## src/rtl/lct_ghost_fifo_pkg.sv

```systemverilog
// LCT word layout, record types and key helpers
// shared by the ghost filter and its output FIFO.
package lct_ghost_fifo_pkg;

  localparam int BXN_W      = 12;
  localparam int KEY_W      = 7;
  localparam int Q_W        = 2;
  localparam int WORD_W     = BXN_W + 2 + Q_W + KEY_W;
  localparam int BX_MAX_DEF = 3563;

  typedef struct packed {
    logic             v;
    logic [KEY_W-1:0] key;
    logic [Q_W-1:0]   q;
  } lct_rec_t;

  typedef struct packed {
    lct_rec_t h;
    lct_rec_t l;
  } hist_t;

  function automatic logic key_adj(
    input logic [KEY_W-1:0] a,
    input logic [KEY_W-1:0] b
  );
    logic [KEY_W-1:0] d;
    d = (a >= b) ? (a - b) : (b - a);
    return d <= KEY_W'(1);
  endfunction

  // A valid past record of equal or better quality hides the candidate.
  function automatic logic rec_hit(
    input lct_rec_t         r,
    input logic [KEY_W-1:0] key,
    input logic [Q_W-1:0]   q
  );
    return r.v && key_adj(r.key, key) && (r.q >= q);
  endfunction

  function automatic logic [WORD_W-1:0] make_word(
    input logic [BXN_W-1:0] bxn,
    input logic             sec,
    input logic             fa,
    input logic [Q_W-1:0]   q,
    input logic [KEY_W-1:0] key
  );
    return {bxn, sec, fa, q, key};
  endfunction

endpackage

```

## src/rtl/lct_fifo2w.sv

```systemverilog
// Dual-write, single-read first-word-fall-through FIFO
// with occupancy count and drop reporting.
module lct_fifo2w
  import lct_ghost_fifo_pkg::*;
#(
  parameter int DEPTH = 8,
  parameter int W     = WORD_W,
  localparam int AW   = $clog2(DEPTH),
  localparam int CW   = AW + 1
) (
  input  logic          clk,
  input  logic          rst,
  input  logic          i_wr0_v,
  input  logic [W-1:0]  i_wr0_d,
  input  logic          i_wr1_v,
  input  logic [W-1:0]  i_wr1_d,
  input  logic          i_rd_en,
  output logic [W-1:0]  o_rd_data,
  output logic          o_rd_valid,
  output logic [CW-1:0] o_count,
  output logic          o_drop
);

  logic [W-1:0]  r_mem [DEPTH];
  logic [AW-1:0] r_wp;
  logic [AW-1:0] r_rp;
  logic [CW-1:0] r_cnt;

  logic [CW-1:0] w_space;
  logic [1:0]    w_nreq;
  logic [1:0]    w_nwr;
  logic [W-1:0]  w_d0;
  logic          w_pop;
  logic [AW-1:0] w_wp1;

  assign w_space = CW'(DEPTH) - r_cnt;
  assign w_nreq  = {1'b0, i_wr0_v} + {1'b0, i_wr1_v};
  assign w_d0    = i_wr0_v ? i_wr0_d : i_wr1_d;
  assign w_pop   = i_rd_en && (r_cnt != '0);
  assign w_wp1   = r_wp + AW'(1);

  // Room is judged before the pop; the first word always wins.
  always_comb begin
    w_nwr = w_nreq;
    if (w_space < CW'(w_nreq))
      w_nwr = w_space[1:0];
  end

  assign o_drop = (w_nwr != w_nreq);

  always_ff @(posedge clk or posedge rst) begin
    if (rst) begin
      r_wp  <= '0;
      r_rp  <= '0;
      r_cnt <= '0;
      for (int i = 0; i < DEPTH; i++)
        r_mem[i] <= '0;
    end else begin
      if (w_nwr != 2'd0)
        r_mem[r_wp] <= w_d0;
      if (w_nwr == 2'd2)
        r_mem[w_wp1] <= i_wr1_d;
      r_wp  <= r_wp + AW'(w_nwr);
      r_rp  <= r_rp + AW'(w_pop);
      r_cnt <= r_cnt + CW'(w_nwr) - CW'(w_pop);
    end
  end

  assign o_rd_data  = r_mem[r_rp];
  assign o_rd_valid = (r_cnt != '0);
  assign o_count    = r_cnt;

endmodule

```

## src/rtl/lct_ghost_fifo.sv

```systemverilog
// BX stamping, ghost suppression against recent accepted LCTs,
// and queueing of survivors for readout.
module lct_ghost_fifo
  import lct_ghost_fifo_pkg::*;
#(
  parameter int DEAD_BX = 2,
  parameter int DEPTH   = 8,
  parameter int BX_MAX  = BX_MAX_DEF
) (
  input  logic                clk,
  input  logic                rst,
  input  logic                hv,
  input  logic [Q_W-1:0]      hp,
  input  logic [KEY_W-1:0]    hnp,
  input  logic                hfap,
  input  logic                lv,
  input  logic [Q_W-1:0]      lp,
  input  logic [KEY_W-1:0]    lnp,
  input  logic                lfap,
  input  logic                bxn_rst,
  input  logic                trig_stop,
  input  logic                rd_en,
  output logic [WORD_W-1:0]   rd_data,
  output logic                rd_valid,
  output logic [3:0]          fifo_count,
  output logic                overflow,
  output logic [7:0]          ghost_cnt
);

  localparam int CW = $clog2(DEPTH) + 1;

  logic [BXN_W-1:0] r_bxn;
  logic [BXN_W-1:0] r_a_bxn;
  lct_rec_t         r_a_h;
  lct_rec_t         r_a_l;
  logic             r_a_hfa;
  logic             r_a_lfa;
  hist_t            r_hist [DEAD_BX];
  logic [7:0]       r_ghost;
  logic             r_ovf;

  logic              w_h_hist;
  logic              w_l_hist;
  logic              w_h_ghost;
  logic              w_l_ghost;
  logic              w_h_acc;
  logic              w_l_acc;
  logic [8:0]        w_gsum;
  logic [WORD_W-1:0] w_h_word;
  logic [WORD_W-1:0] w_l_word;
  logic [CW-1:0]     w_cnt;
  logic              w_drop;

  always_ff @(posedge clk or posedge rst) begin
    if (rst)
      r_bxn <= '0;
    else if (bxn_rst || r_bxn == BXN_W'(BX_MAX))
      r_bxn <= '0;
    else
      r_bxn <= r_bxn + BXN_W'(1);
  end

  // Stage A: capture both LCTs with the BX they arrived in.
  always_ff @(posedge clk or posedge rst) begin
    if (rst) begin
      r_a_bxn <= '0;
      r_a_h   <= '0;
      r_a_l   <= '0;
      r_a_hfa <= 1'b0;
      r_a_lfa <= 1'b0;
    end else begin
      r_a_bxn   <= r_bxn;
      r_a_h.v   <= hv & ~trig_stop;
      r_a_h.key <= hnp;
      r_a_h.q   <= hp;
      r_a_hfa   <= hfap;
      r_a_l.v   <= lv & ~trig_stop;
      r_a_l.key <= lnp;
      r_a_l.q   <= lp;
      r_a_lfa   <= lfap;
    end
  end

  always_comb begin
    w_h_hist = 1'b0;
    w_l_hist = 1'b0;
    for (int i = 0; i < DEAD_BX; i++) begin
      w_h_hist |= rec_hit(r_hist[i].h, r_a_h.key, r_a_h.q)
                | rec_hit(r_hist[i].l, r_a_h.key, r_a_h.q);
      w_l_hist |= rec_hit(r_hist[i].h, r_a_l.key, r_a_l.q)
                | rec_hit(r_hist[i].l, r_a_l.key, r_a_l.q);
    end
  end

  assign w_h_ghost = r_a_h.v & w_h_hist;
  assign w_h_acc   = r_a_h.v & ~w_h_hist;
  assign w_l_ghost = r_a_l.v
                   & (w_l_hist
                   | (w_h_acc & key_adj(r_a_l.key, r_a_h.key)));
  assign w_l_acc   = r_a_l.v & ~w_l_ghost;

  // History holds accepted LCTs, including ones the FIFO dropped.
  always_ff @(posedge clk or posedge rst) begin
    if (rst) begin
      for (int i = 0; i < DEAD_BX; i++)
        r_hist[i] <= '0;
    end else begin
      r_hist[0].h.v   <= w_h_acc;
      r_hist[0].h.key <= r_a_h.key;
      r_hist[0].h.q   <= r_a_h.q;
      r_hist[0].l.v   <= w_l_acc;
      r_hist[0].l.key <= r_a_l.key;
      r_hist[0].l.q   <= r_a_l.q;
      for (int i = 1; i < DEAD_BX; i++)
        r_hist[i] <= r_hist[i-1];
    end
  end

  assign w_gsum = {1'b0, r_ghost} + 9'(w_h_ghost) + 9'(w_l_ghost);

  always_ff @(posedge clk or posedge rst) begin
    if (rst) begin
      r_ghost <= '0;
      r_ovf   <= 1'b0;
    end else begin
      r_ghost <= w_gsum[8] ? 8'hFF : w_gsum[7:0];
      r_ovf   <= r_ovf | w_drop;
    end
  end

  assign w_h_word = make_word(r_a_bxn, 1'b0, r_a_hfa,
                              r_a_h.q, r_a_h.key);
  assign w_l_word = make_word(r_a_bxn, 1'b1, r_a_lfa,
                              r_a_l.q, r_a_l.key);

  lct_fifo2w #(
    .DEPTH (DEPTH),
    .W     (WORD_W)
  ) u_fifo (
    .clk        (clk),
    .rst        (rst),
    .i_wr0_v    (w_h_acc),
    .i_wr0_d    (w_h_word),
    .i_wr1_v    (w_l_acc),
    .i_wr1_d    (w_l_word),
    .i_rd_en    (rd_en),
    .o_rd_data  (rd_data),
    .o_rd_valid (rd_valid),
    .o_count    (w_cnt),
    .o_drop     (w_drop)
  );

  assign fifo_count = 4'(w_cnt);
  assign overflow   = r_ovf;
  assign ghost_cnt  = r_ghost;

endmodule

```

## config.mk

```make
export PLATFORM = sky130hd
export DESIGN_NAME = lct_ghost_fifo
export DESIGN_NICKNAME = d
export VERILOG_FILES = /design/src/rtl/lct_ghost_fifo_pkg.sv /design/src/rtl/lct_fifo2w.sv /design/src/rtl/lct_ghost_fifo.sv
export SDC_FILE = /design/constraint.sdc
export NUM_CORES = 1
export LEC_CHECK = 0
export ABC_AREA = 1
export BUFFER_PORTS_ARGS = -buffer_cell sky130_fd_sc_hd__clkbuf_2
export CORE_ASPECT_RATIO = 0.7
export CORE_UTILIZATION = 50
export DETAILED_ROUTE_END_ITERATION = 10
export GPL_TIMING_DRIVEN = 0
export PLACE_DENSITY = 0.66
export SKIP_LAST_GASP = 1
export SYNTH_ARGS = -nofsm -noshare
export SYNTH_HDL_FRONTEND = slang
export SYNTH_SLANG_ARGS = --single-unit
```

## constraint.sdc

```tcl
create_clock -name clk -period 24.3 [get_ports clk]
set_input_delay 2.43 -clock clk [delete_from_list [all_inputs] [get_ports clk]]
set_output_delay 2.43 -clock clk [all_outputs]
set_load 0.005 [all_outputs]
```

==> results of run 1 <==
worst max path at each step:
stage / start / endpoint / slack [ps]
floorplan: rst / ghost_cnt[0] / 13890
global placement: rst / u_fifo.r_mem[97] / 10500
detailed placement: r_a_l[3] / u_fifo.r_mem[170] / 17200
CTS: r_a_l[3] / u_fifo.r_mem[166] / 17190
global route: r_a_l[3] / u_fifo.r_mem[165] / 16540
finish: r_a_l[3] / u_fifo.r_mem[99] / 17080
per-layer routing:
layer	vias up	part of all wire (%)	GRT usage [%]
met3	75	13	8.910
met1	8842	48	48.88
met2	995	38	40.78
met5	-	0	0
li1	8867	-	-
met4	0	1.5	5.283
sequential cells by signal, indices dropped and copies added (netlist names):
| signal | flops |
|---|---|
| u_fifo.r_rp | 3 |
| r_a_l | 10 |
| r_a_h | 10 |
| ghost_cnt | 8 |
| r_bxn | 12 |
| r_hist | 40 |
| r_a_lfa | 1 |
| u_fifo.o_count | 4 |
| overflow | 1 |
| u_fifo.r_wp | 3 |
| u_fifo.r_mem | 184 |
| r_a_bxn | 12 |
| r_a_hfa | 1 |
layout by cell type (no fill, tap or decap), types with 5 or more instances in the layout:
cell	instances
buf_2	25
clkbuf_16	31
nand3_4	9
o21a_1	10
ha_1	148
fa_1	21
clkinv_1	14
xor2_1	23
buf_4	9
nand3_2	12
o21ai_2	36
nand4_1	42
nor2_1	101
clkbuf_2	71
a21oi_1	163
a21o_1	7
clkinv_2	5
buf_8	7
nor3_1	10
o21ai_0	176
clkbuf_1	37
nor2_2	5
xnor2_1	15
a31oi_1	23
bufinv_16	7
o21ai_1	38
clkbuf_8	7
dfrtp_1	289
nand3_1	243
inv_2	34
nor3b_1	5
nand2_1	685
inv_1	468
nand2_2	8
nand2_4	16
buf_1	5
o22ai_1	9
through the flow:
step	utilization (%)	power, mW
CTS	56.28	2.209
finish	56.28	2.234
floorplan	-	1.355
global route	56.28	2.379
global placement	53.23	1.637
detailed placement	53.39	1.668
power by group:
group | internal [mW] | leakage [nW] | switching (mW)
sequential | 0.602 | 3.59 | 0.0885
combinational | 0.341 | 7.83 | 0.667
clock | 0.328 | 0.565 | 0.208
total | 1.27 | 12.0 | 0.963
cell type report:
class                      count  area, um2
clock inverter                17      276.5
buffer                        94      529.3
inverter                     518       1954
sequential                   289       7232
timing repair buffer          65      370.4
multi-input combinational   1835      10470
tap                          535      669.4
clock buffer                  38      872.1
fill                        3717      17390
logic make-up (layout without fill, tap and decap cells):
logic type	Yosys count	after routing	share of synthesized area (%)
AOI/OAI and AO/OA	476	476	13.14
xor gates and xnor gates	39	39	1.730
adders and majority gates	169	169	11.26
buffers and inverters	612	732	12.27
DFF	289	289	35.83
and+or+nand+nor	1151	1151	25.77
==> reports/metrics.yaml, run 1 <==
cts:
  post_cts_buffers: 0
  clock-sinks: 289
  ctsResizeCount: 0
  numCtsBuffers: 30
  cts_tree: "built"
  cts_hold_buf: 0
  h-tree-depth: 1
  clk_pin_slew_ps: 70
  cts-root-buf: "clkbuf_16"
  cts_max_path_buffers: 3
  worstSkewPairLatency_ps: 580
sta:
  min_period_ps: 7220
  relSlewSlack_pct: 24.51
  clock.fmax_mhz: 138.5
  rsz0062_at_grt: "false"
  setup_ws_ps: 17080
  setup_tns_ps: 0
  hold_ws_ps: 382.2
  worstMarginPinSlew_ps: 1132
  setup_viol: 0
  fin_worst_skew_ps: 14.01
  finalCritPeriodShare_pct: 29.71
  finalMaxSlewViolations: 0
  finalHoldViolCount: 0
worst_hold_path:
  holdPathStages: 0
  hold_path_class: "register to register"
  whs_endpoint: "r_hist[10]"
  min_from: "r_hist[30]"
floorplanning:
  die_w_um: 242.1
  pin_count: 64
  row_count: 61
  core-area_um2: 39760
  die_h_um: 170.1
  start_util_pct: 50.75
  die-area_um2: 41180
placed_design:
  placed_cells: 3336
  dp_hpwl_um: 48030
  port_buffers: 63
  place_congestion: 0.9474
  pre_cts_slack_ps: 17200
  placed_area_um2: 21230
routing:
  antenna_left: 0
  vias_per_cell: 5.538
  dr.first_iter.drc_count: 2025
  drc: 0
  wl_per_cell_um: 18.67
  firstDrtPassIters: 6
  vias: 18780
  wirelength_um: 63320
setup_path:
  critical_path.max_fanout: 18
  critPathTopFamily: "simple AND/OR/NAND/NOR gates"
  r2r-start: "r_a_l[3]"
  cpMostUsedCell: "nand2_1"
  cp_slowest_stage_delay_ps: 1160
  reg2reg_to: "u_fifo.r_mem[99]"
  crit_type: "register to register"
  cp.buffers_inverters: 4
  critPathLaunchType: "register"
  arrival_ps: 7740
  cp_num_cells: 29
  r2r_setup_slack_ps: 17080
  cp_slowest_cell: "clkinv_1"
  endpoint_kind: "register"
  cp.required_ps: 24820
  worst-r2r-cell-count: 29
logic_synthesis:
  synth.most_common_cell: "nand2_1"
  synth_top_area_cell: "dfrtp_1"
  yosysWarningCount: 0
  ys_top_cells_by_area: "dfrtp_1 (36%), nand2_1 (13%), ha_1 (9.2%)"
  seq_area_frac_synth_pct: 35.83
  ys_async_sr_fraction_pct: 100.0
  synth_commonest_cells: "nand2_1 (685), inv_1 (469), dfrtp_1 (289)"
  synth_seq_cells: 289
  synth_area_um2: 20180
  synth_edf_count: 0
  syn_nets: 2932
  synthesis.area_per_instance_um2: 7.376
  synth_cell_types: 52
  synthesis.instances: 2736
  synth-main-ff-cell: "dfrtp_1"
  synth.top_cell.area_share_pct: 35.83
power:
  p_leak_nw: 11.99
  powerDensity_nw_per_um2: 99.84
  peakVddDrop_v: 0.00007699
finish:
  n_antenna_cell: 0
  area_growth_pct: 10.88
  fin_nets: 3029
  fin_cells: 3391
  drive_above_1_share_pct: 10.71
  fin_area_um2: 22380
global_routing:
  grt_pass1_vias: 17380
  grt_first_pass_wirelength_um: 98860
  antenna_found_initial: 1
  grt_remaining_overflow: 0
  grt_max_degree: 128
  grt_use_total_pct: 30.84
status:
  outcome: "complete, no violations"
job:
  cap_viol_max_count: 0
Power figures use the tool's default switching activity.
==> run 2: changes to the inputs <==
--- a/config.mk
+++ b/config.mk
@@ -11,7 +11,7 @@
 export CORE_UTILIZATION = 50
 export DETAILED_ROUTE_END_ITERATION = 10
 export GPL_TIMING_DRIVEN = 0
-export PLACE_DENSITY = 0.66
+export PLACE_DENSITY = 0.69
 export SKIP_LAST_GASP = 1
 export SYNTH_ARGS = -nofsm -noshare
 export SYNTH_HDL_FRONTEND = slang
==> constraint.sdc (replaced) <==
create_clock -name clk -period 6 [get_ports clk]
set_input_delay 0.6 -clock clk [delete_from_list [all_inputs] [get_ports clk]]
set_output_delay 0.6 -clock clk [all_outputs]
set_load 0.005 [all_outputs]
==> run 2 against run 1 <==
- combinational power grew to 4.1 times the previous value
- power increased to 4.0 times the previous value
- register-to-register slack got worse by 17000 ps
- highest routed layer unchanged
- via count is 0.23% higher
- sequential share of layout area down 0.37 points
- clock skew shrank 2.5 ps
==> reports/metrics.yaml, run 2 (synthesis results as in run 1) <==
finish:
  fin_nets: 3064
  n_antenna_cell: 0
  largest_reg_flops: 184
  fin_cells: 3425
  layout_commonest_cell: "nand2_1"
  reg_top3: "u_fifo.r_mem: 184 flops, r_hist: 40 flops"
  fillCellCount: 3653
  post-route-util_pct: 57.18
  area_growth_pct: 12.65
  drive_above_1_share_pct: 12.70
  fin_area_um2: 22740
  mostFrequentLayoutCells: "nand2_1 (685), inv_1 (462), dfrtp_1 (278)"
  regMostFlops: "u_fifo.r_mem"
routing:
  antenna_left: 0
  vias: 18820
  drc: 0
  firstDrtPassIters: 5
  vias_per_cell: 5.495
  dr.first_iter.drc_count: 2290
  wl_per_cell_um: 18.61
  wirelength_um: 63750
placed_design:
  placed_cells: 3341
  placed_area_um2: 21310
  place_congestion: 0.9536
  port_buffers: 63
  dp_hpwl_um: 47770
global_routing:
  grt_first_pass_wirelength_um: 98700
  grt_pass1_vias: 17350
  grt_use_total_pct: 30.75
  grt_remaining_overflow: 0
  grt_max_degree: 45
  antenna_found_initial: 0
cts:
  h-tree-depth: 1
  worstSkewPairLatency_ps: 580
  clock-sinks: 289
  cts_max_path_buffers: 3
  cts_tree: "built"
  clk_pin_slew_ps: 60
  cts-root-buf: "clkbuf_16"
  numCtsBuffers: 31
sta:
  finalMaxSlewViolations: 0
  min_period_ps: 5684
  relSlewSlack_pct: 45.36
  rsz0062_at_grt: "true"
  finalCritPeriodShare_pct: 94.74
  fin_worst_skew_ps: 11.47
  setup_viol: 0
  clock.fmax_mhz: 175.9
  finalHoldViolCount: 0
  worstMarginPinSlew_ps: 817.8
setup_path:
  worst-r2r-cell-count: 33
  critPathLaunchType: "register"
  crit_type: "register to register"
  critical_path.max_fanout: 10
  arrival_ps: 6150
  endpoint_kind: "register"
  cpMostUsedCell: "nand2_1"
  cp.buffers_inverters: 9
  critPathTopFamily: "simple AND/OR/NAND/NOR gates"
  r2r_setup_slack_ps: 320
  cp_slowest_stage_delay_ps: 590
  cp_slowest_cell: "dfrtp_2"
  reg2reg_to: "u_fifo.r_mem[100]"
  r2r-start: "r_a_h[7]"
  cp.required_ps: 6470
power:
  p_leak_nw: 12.10
  peakVddDrop_v: 0.0002547
  powerDensity_nw_per_um2: 393.9
floorplanning:
  die_h_um: 170.1
  pin_count: 64
  die-area_um2: 41180
  core-area_um2: 39760
  start_util_pct: 50.75
  die_w_um: 242.1
  row_count: 61
status:
  outcome: "complete, no violations"
worst_hold_path:
  whs_endpoint: "r_a_l[6]"
  min_from: "lnp[4]"
  hold_path_class: "input port to register"
  holdPathStages: 1
job:
  cap_viol_max_count: 0
-- run 2: cell types whose count changed in the layout (fill, tap and decap cells not counted), sizes merged --
cell	previous run	this run
inv	507	500
bufinv	7	4
clkbuf	146	152
clkinv	19	16
buf	51	84
clkinvlp	2	10
-- run 2: final cells by class --
class	instances	area [um2]	area share, %
Buffer	94	529.3	2.328
Clock buffer	43	900.9	3.962
Clock inverter	12	176.4	0.7760
Inverter	518	2007	8.827
Multi-Input combinational cell	1835	10500	46.17
Sequential cell	289	7263	31.95
Tap cell	535	669.4	2.944
Timing Repair Buffer	99	691.9	3.043
-- run 2: timing repair --
item	4_1_cts	5_1_grt
gates cloned	0	0
resized for setup	14	32
endpoints found under the setup margin	192	189
hold buffers	0	0
setup buffers	2	27
-- run 2: layer usage --
| metal | global-route usage, % | part of all wire (%) | vias up |
|---|---|---|---|
| li1 | - | - | 8941 |
| met1 | 48.81 | 49 | 8957 |
| met2 | 40.43 | 38 | 857 |
| met3 | 9.226 | 12 | 67 |
| met4 | 4.981 | 1.5 | 0 |
| met5 | 0 | 0 | - |
-- run 2: worst reg2reg max path, delay by kind of cell, from the launching register on --
| family | cells | cell delay, ps |
|---|---|---|
| DFF | 1 | 590 |
| AOI/OAI and AO/OA | 2 | 580 |
| and+or+nand+nor | 19 | 2180 |
| buffers and inverters | 9 | 1270 |
| adders and majority gates | 3 | 960 |
-- run 2: worst max-delay path by stage --
stage | startpoint | endpoint | depth (start not counted) | slack (ps)
final | r_a_h[7] | u_fifo.r_mem[100] | 33 | 320
after global routing | r_a_h[6] | u_fifo.r_mem[100] | 34 | -20
after CTS | r_a_h[2] | u_fifo.r_mem[100] | 31 | 10
after detailed placement | r_a_l[3] | u_fifo.r_mem[100] | 29 | -970
after global placement | r_a_l[3] | u_fifo.r_mem[100] | 29 | -940
after floorplan | r_a_l[3] | u_fifo.o_count[2] | 28 | 970
-- run 2: power breakdown --
part / switching [mW] / leakage (nW) / internal [mW]
sequential: 0.354 / 3.58 / 2.44
clock: 0.838 / 0.531 / 1.22
combinational: 2.70 / 7.99 / 1.40
total: 3.90 / 12.1 / 5.06
-- run 2: per-stage QoR --
stage / hold WS, ps / worst slack, ps / power (mW) / TNS (ps)
final: 123.9 / 315.9 / 8.957 / 0
after global routing: 109.1 / -22.18 / 9.554 / -57.33
after CTS: 105.2 / 12.15 / 8.839 / 0
after detailed placement: 363.8 / -971.6 / 6.762 / -157310
after global placement: 360.6 / -941.7 / 6.628 / -221340
after floorplan: 353.7 / 969.9 / 5.488 / 0
==> run 3: changes to the inputs <==
--- a/config.mk
+++ b/config.mk
@@ -7,7 +7,7 @@
 export LEC_CHECK = 0
 export ABC_AREA = 1
 export BUFFER_PORTS_ARGS = -buffer_cell sky130_fd_sc_hd__clkbuf_2
-export CORE_ASPECT_RATIO = 0.7
+export CORE_ASPECT_RATIO = 2
 export CORE_UTILIZATION = 50
 export DETAILED_ROUTE_END_ITERATION = 10
 export GPL_TIMING_DRIVEN = 0
==> run 3 against run 2 <==
- combinational power rose by 1%
- die area is essentially flat
- non-clock buffer count is 17 lower
- sequential share of layout area is 0.25 points higher
- count of clock-buffer cells in the layout fell by 7
- clock skew up 6.9 ps
- fmax down 0.19%
- register-to-register slack barely moved
- global-route usage is 2.7 points higher
- critical path type unchanged
==> reports/metrics.yaml, run 3 (synthesis results as in run 1) <==
job:
  cap_viol_max_count: 0
setup_path:
  arrival_ps: 6210
  cp_slowest_cell: "dfrtp_1"
  endpoint_kind: "register"
  cpMostUsedCell: "nand2_1"
  critPathLaunchType: "register"
  cp.required_ps: 6520
  cp_slowest_stage_delay_ps: 720
  critical_path.max_fanout: 10
  crit_type: "register to register"
sta:
  setup_ws_ps: 305.2
  setup_tns_ps: 0
  relSlewSlack_pct: 41.17
  worstMarginPinSlew_ps: 873.3
  finalCritPeriodShare_pct: 94.91
  hold_ws_ps: 48.44
  clock.fmax_mhz: 175.6
  min_period_ps: 5695
  fin_worst_skew_ps: 18.35
  setup_viol: 0
  finalMaxSlewViolations: 0
  finalHoldViolCount: 0
floorplanning:
  row_count: 103
  die_w_um: 144.1
  pin_count: 64
  die-area_um2: 41220
  start_util_pct: 50.84
  core-area_um2: 39690
  die_h_um: 286.1
power:
  clkPwrFrac_pct: 21.8
  powerDensity_nw_per_um2: 394.2
  peakVddDrop_v: 0.0002842
  combPwrFrac_pct: 46.7
  swShare_pct: 44.43
  p_total_mw: 8.887
  p_switching_mw: 3.948
  p_leak_nw: 12.00
  internal_power_mw: 4.939
  power_frac_seq_pct: 31.5
routing:
  firstDrtPassIters: 7
  antenna_left: 0
  drc: 0
  vias: 18840
  wirelength_um: 66550
  vias_per_cell: 5.544
  wl_per_cell_um: 19.58
  dr.first_iter.drc_count: 1131
cts:
  numCtsBuffers: 29
  clock-sinks: 289
  cts_tree: "built"
  clk_pin_slew_ps: 70
  worstSkewPairLatency_ps: 590
  cts_hold_buf: 0
  h-tree-depth: 1
  cts_max_path_buffers: 3
  cts-root-buf: "clkbuf_16"
placed_design:
  port_buffers: 63
  placed_cells: 3333
  placed_area_um2: 21340
  place_congestion: 0.9565
  dp_hpwl_um: 51010
  pre_cts_slack_ps: -1279
global_routing:
  grt_max_degree: 41
  grt_first_pass_wirelength_um: 103100
  antenna_found_initial: 0
  grt_use_total_pct: 33.44
  grt_pass1_vias: 19360
  grt_remaining_overflow: 0
finish:
  post-route-util_pct: 56.79
  largest_reg_flops: 184
  n_antenna_cell: 0
  mostFrequentLayoutCells: "nand2_1 (685), inv_1 (465), dfrtp_1 (279)"
  fin_cells: 3398
  layout_commonest_cell: "nand2_1"
  drive_above_1_share_pct: 12.01
  area_growth_pct: 11.70
  fin_area_um2: 22540
  fin_nets: 3046
  regMostFlops: "u_fifo.r_mem"
  reg_top3: "u_fifo.r_mem: 184 flops, r_hist: 40 flops"
worst_hold_path:
  hold_path_class: "input port to async pin"
status:
  outcome: "complete, no violations"
## run 3: changes by cell type in the layout (fill, tap and decap cells not counted), moves of 3 or more
cell and change:
clkbuf_8 -7, buf_4 -18, inv_1 +3, ha_2 -4
ha_1 +4
## run 3: worst max-delay path: cells and delay by family (launching register included)
kind / cells / cell delay (ps)
DFF: 1 / 720
AOI/OAI and AO/OA: 3 / 920
buffers and inverters: 6 / 1200
adders and majority gates: 3 / 810
and+or+nand+nor: 16 / 1960
## run 3: what timing repair did
| item | in CTS | in global routing |
|---|---|---|
| setup endpoints to repair | 200 | 189 |
| pin swaps | 0 | 0 |
| buffers inserted | 4 | 6 |
| gates cloned | 0 | 1 |
| resized for setup | 20 | 28 |
## run 3: layer usage
| layer | GRT usage, % | up-vias | routed length (um) |
|---|---|---|---|
| met5 | 0 | - | 0 |
| met4 | 34.65 | 0 | 8082 |
| met3 | 4.088 | 351 | 2995 |
| met2 | 58.94 | 750 | 33900 |
| met1 | 32.08 | 8819 | 21570 |
| li1 | - | 8917 | - |
## run 3: path summary, 6_finish.rpt
path	startpoint	to	slack, ps	cells after the start
hold / removal	rst	u_fifo.o_count[0]	50	2
hold reg to reg	r_bxn[3]	r_a_bxn[3]	370	0
min in group clk	hnp[5]	r_a_h[7]	120	1
setup reg to reg	r_a_h[7]	u_fifo.r_mem[112]	310	28
setup / recovery	r_a_h[7]	u_fifo.r_mem[112]	310	28
max in group asynchronous	rst	r_a_h[3]	3930	9
## run 3: power by group through the flow
stage               clock (mW)  sequential [mW]  combinational (mW)
floorplan                    0             2.71                2.78
global placement             0             2.80                3.90
detailed placement           0             2.81                4.00
CTS                       1.96             2.78                4.03
global route              2.03             2.84                4.59
finish                    1.94             2.80                4.15
## run 3: final cells by class
class                      count  area, um2
multi-input combinational   1835      10510
tap                          525      656.9
sequential                   289       7257
timing repair inverter         1      5.005
fill                        3791      17150
inverter                     518       2007
clock buffer                  36      772.0
buffer                        94      531.8
clock inverter                18      221.5
timing repair buffer          82      583.1
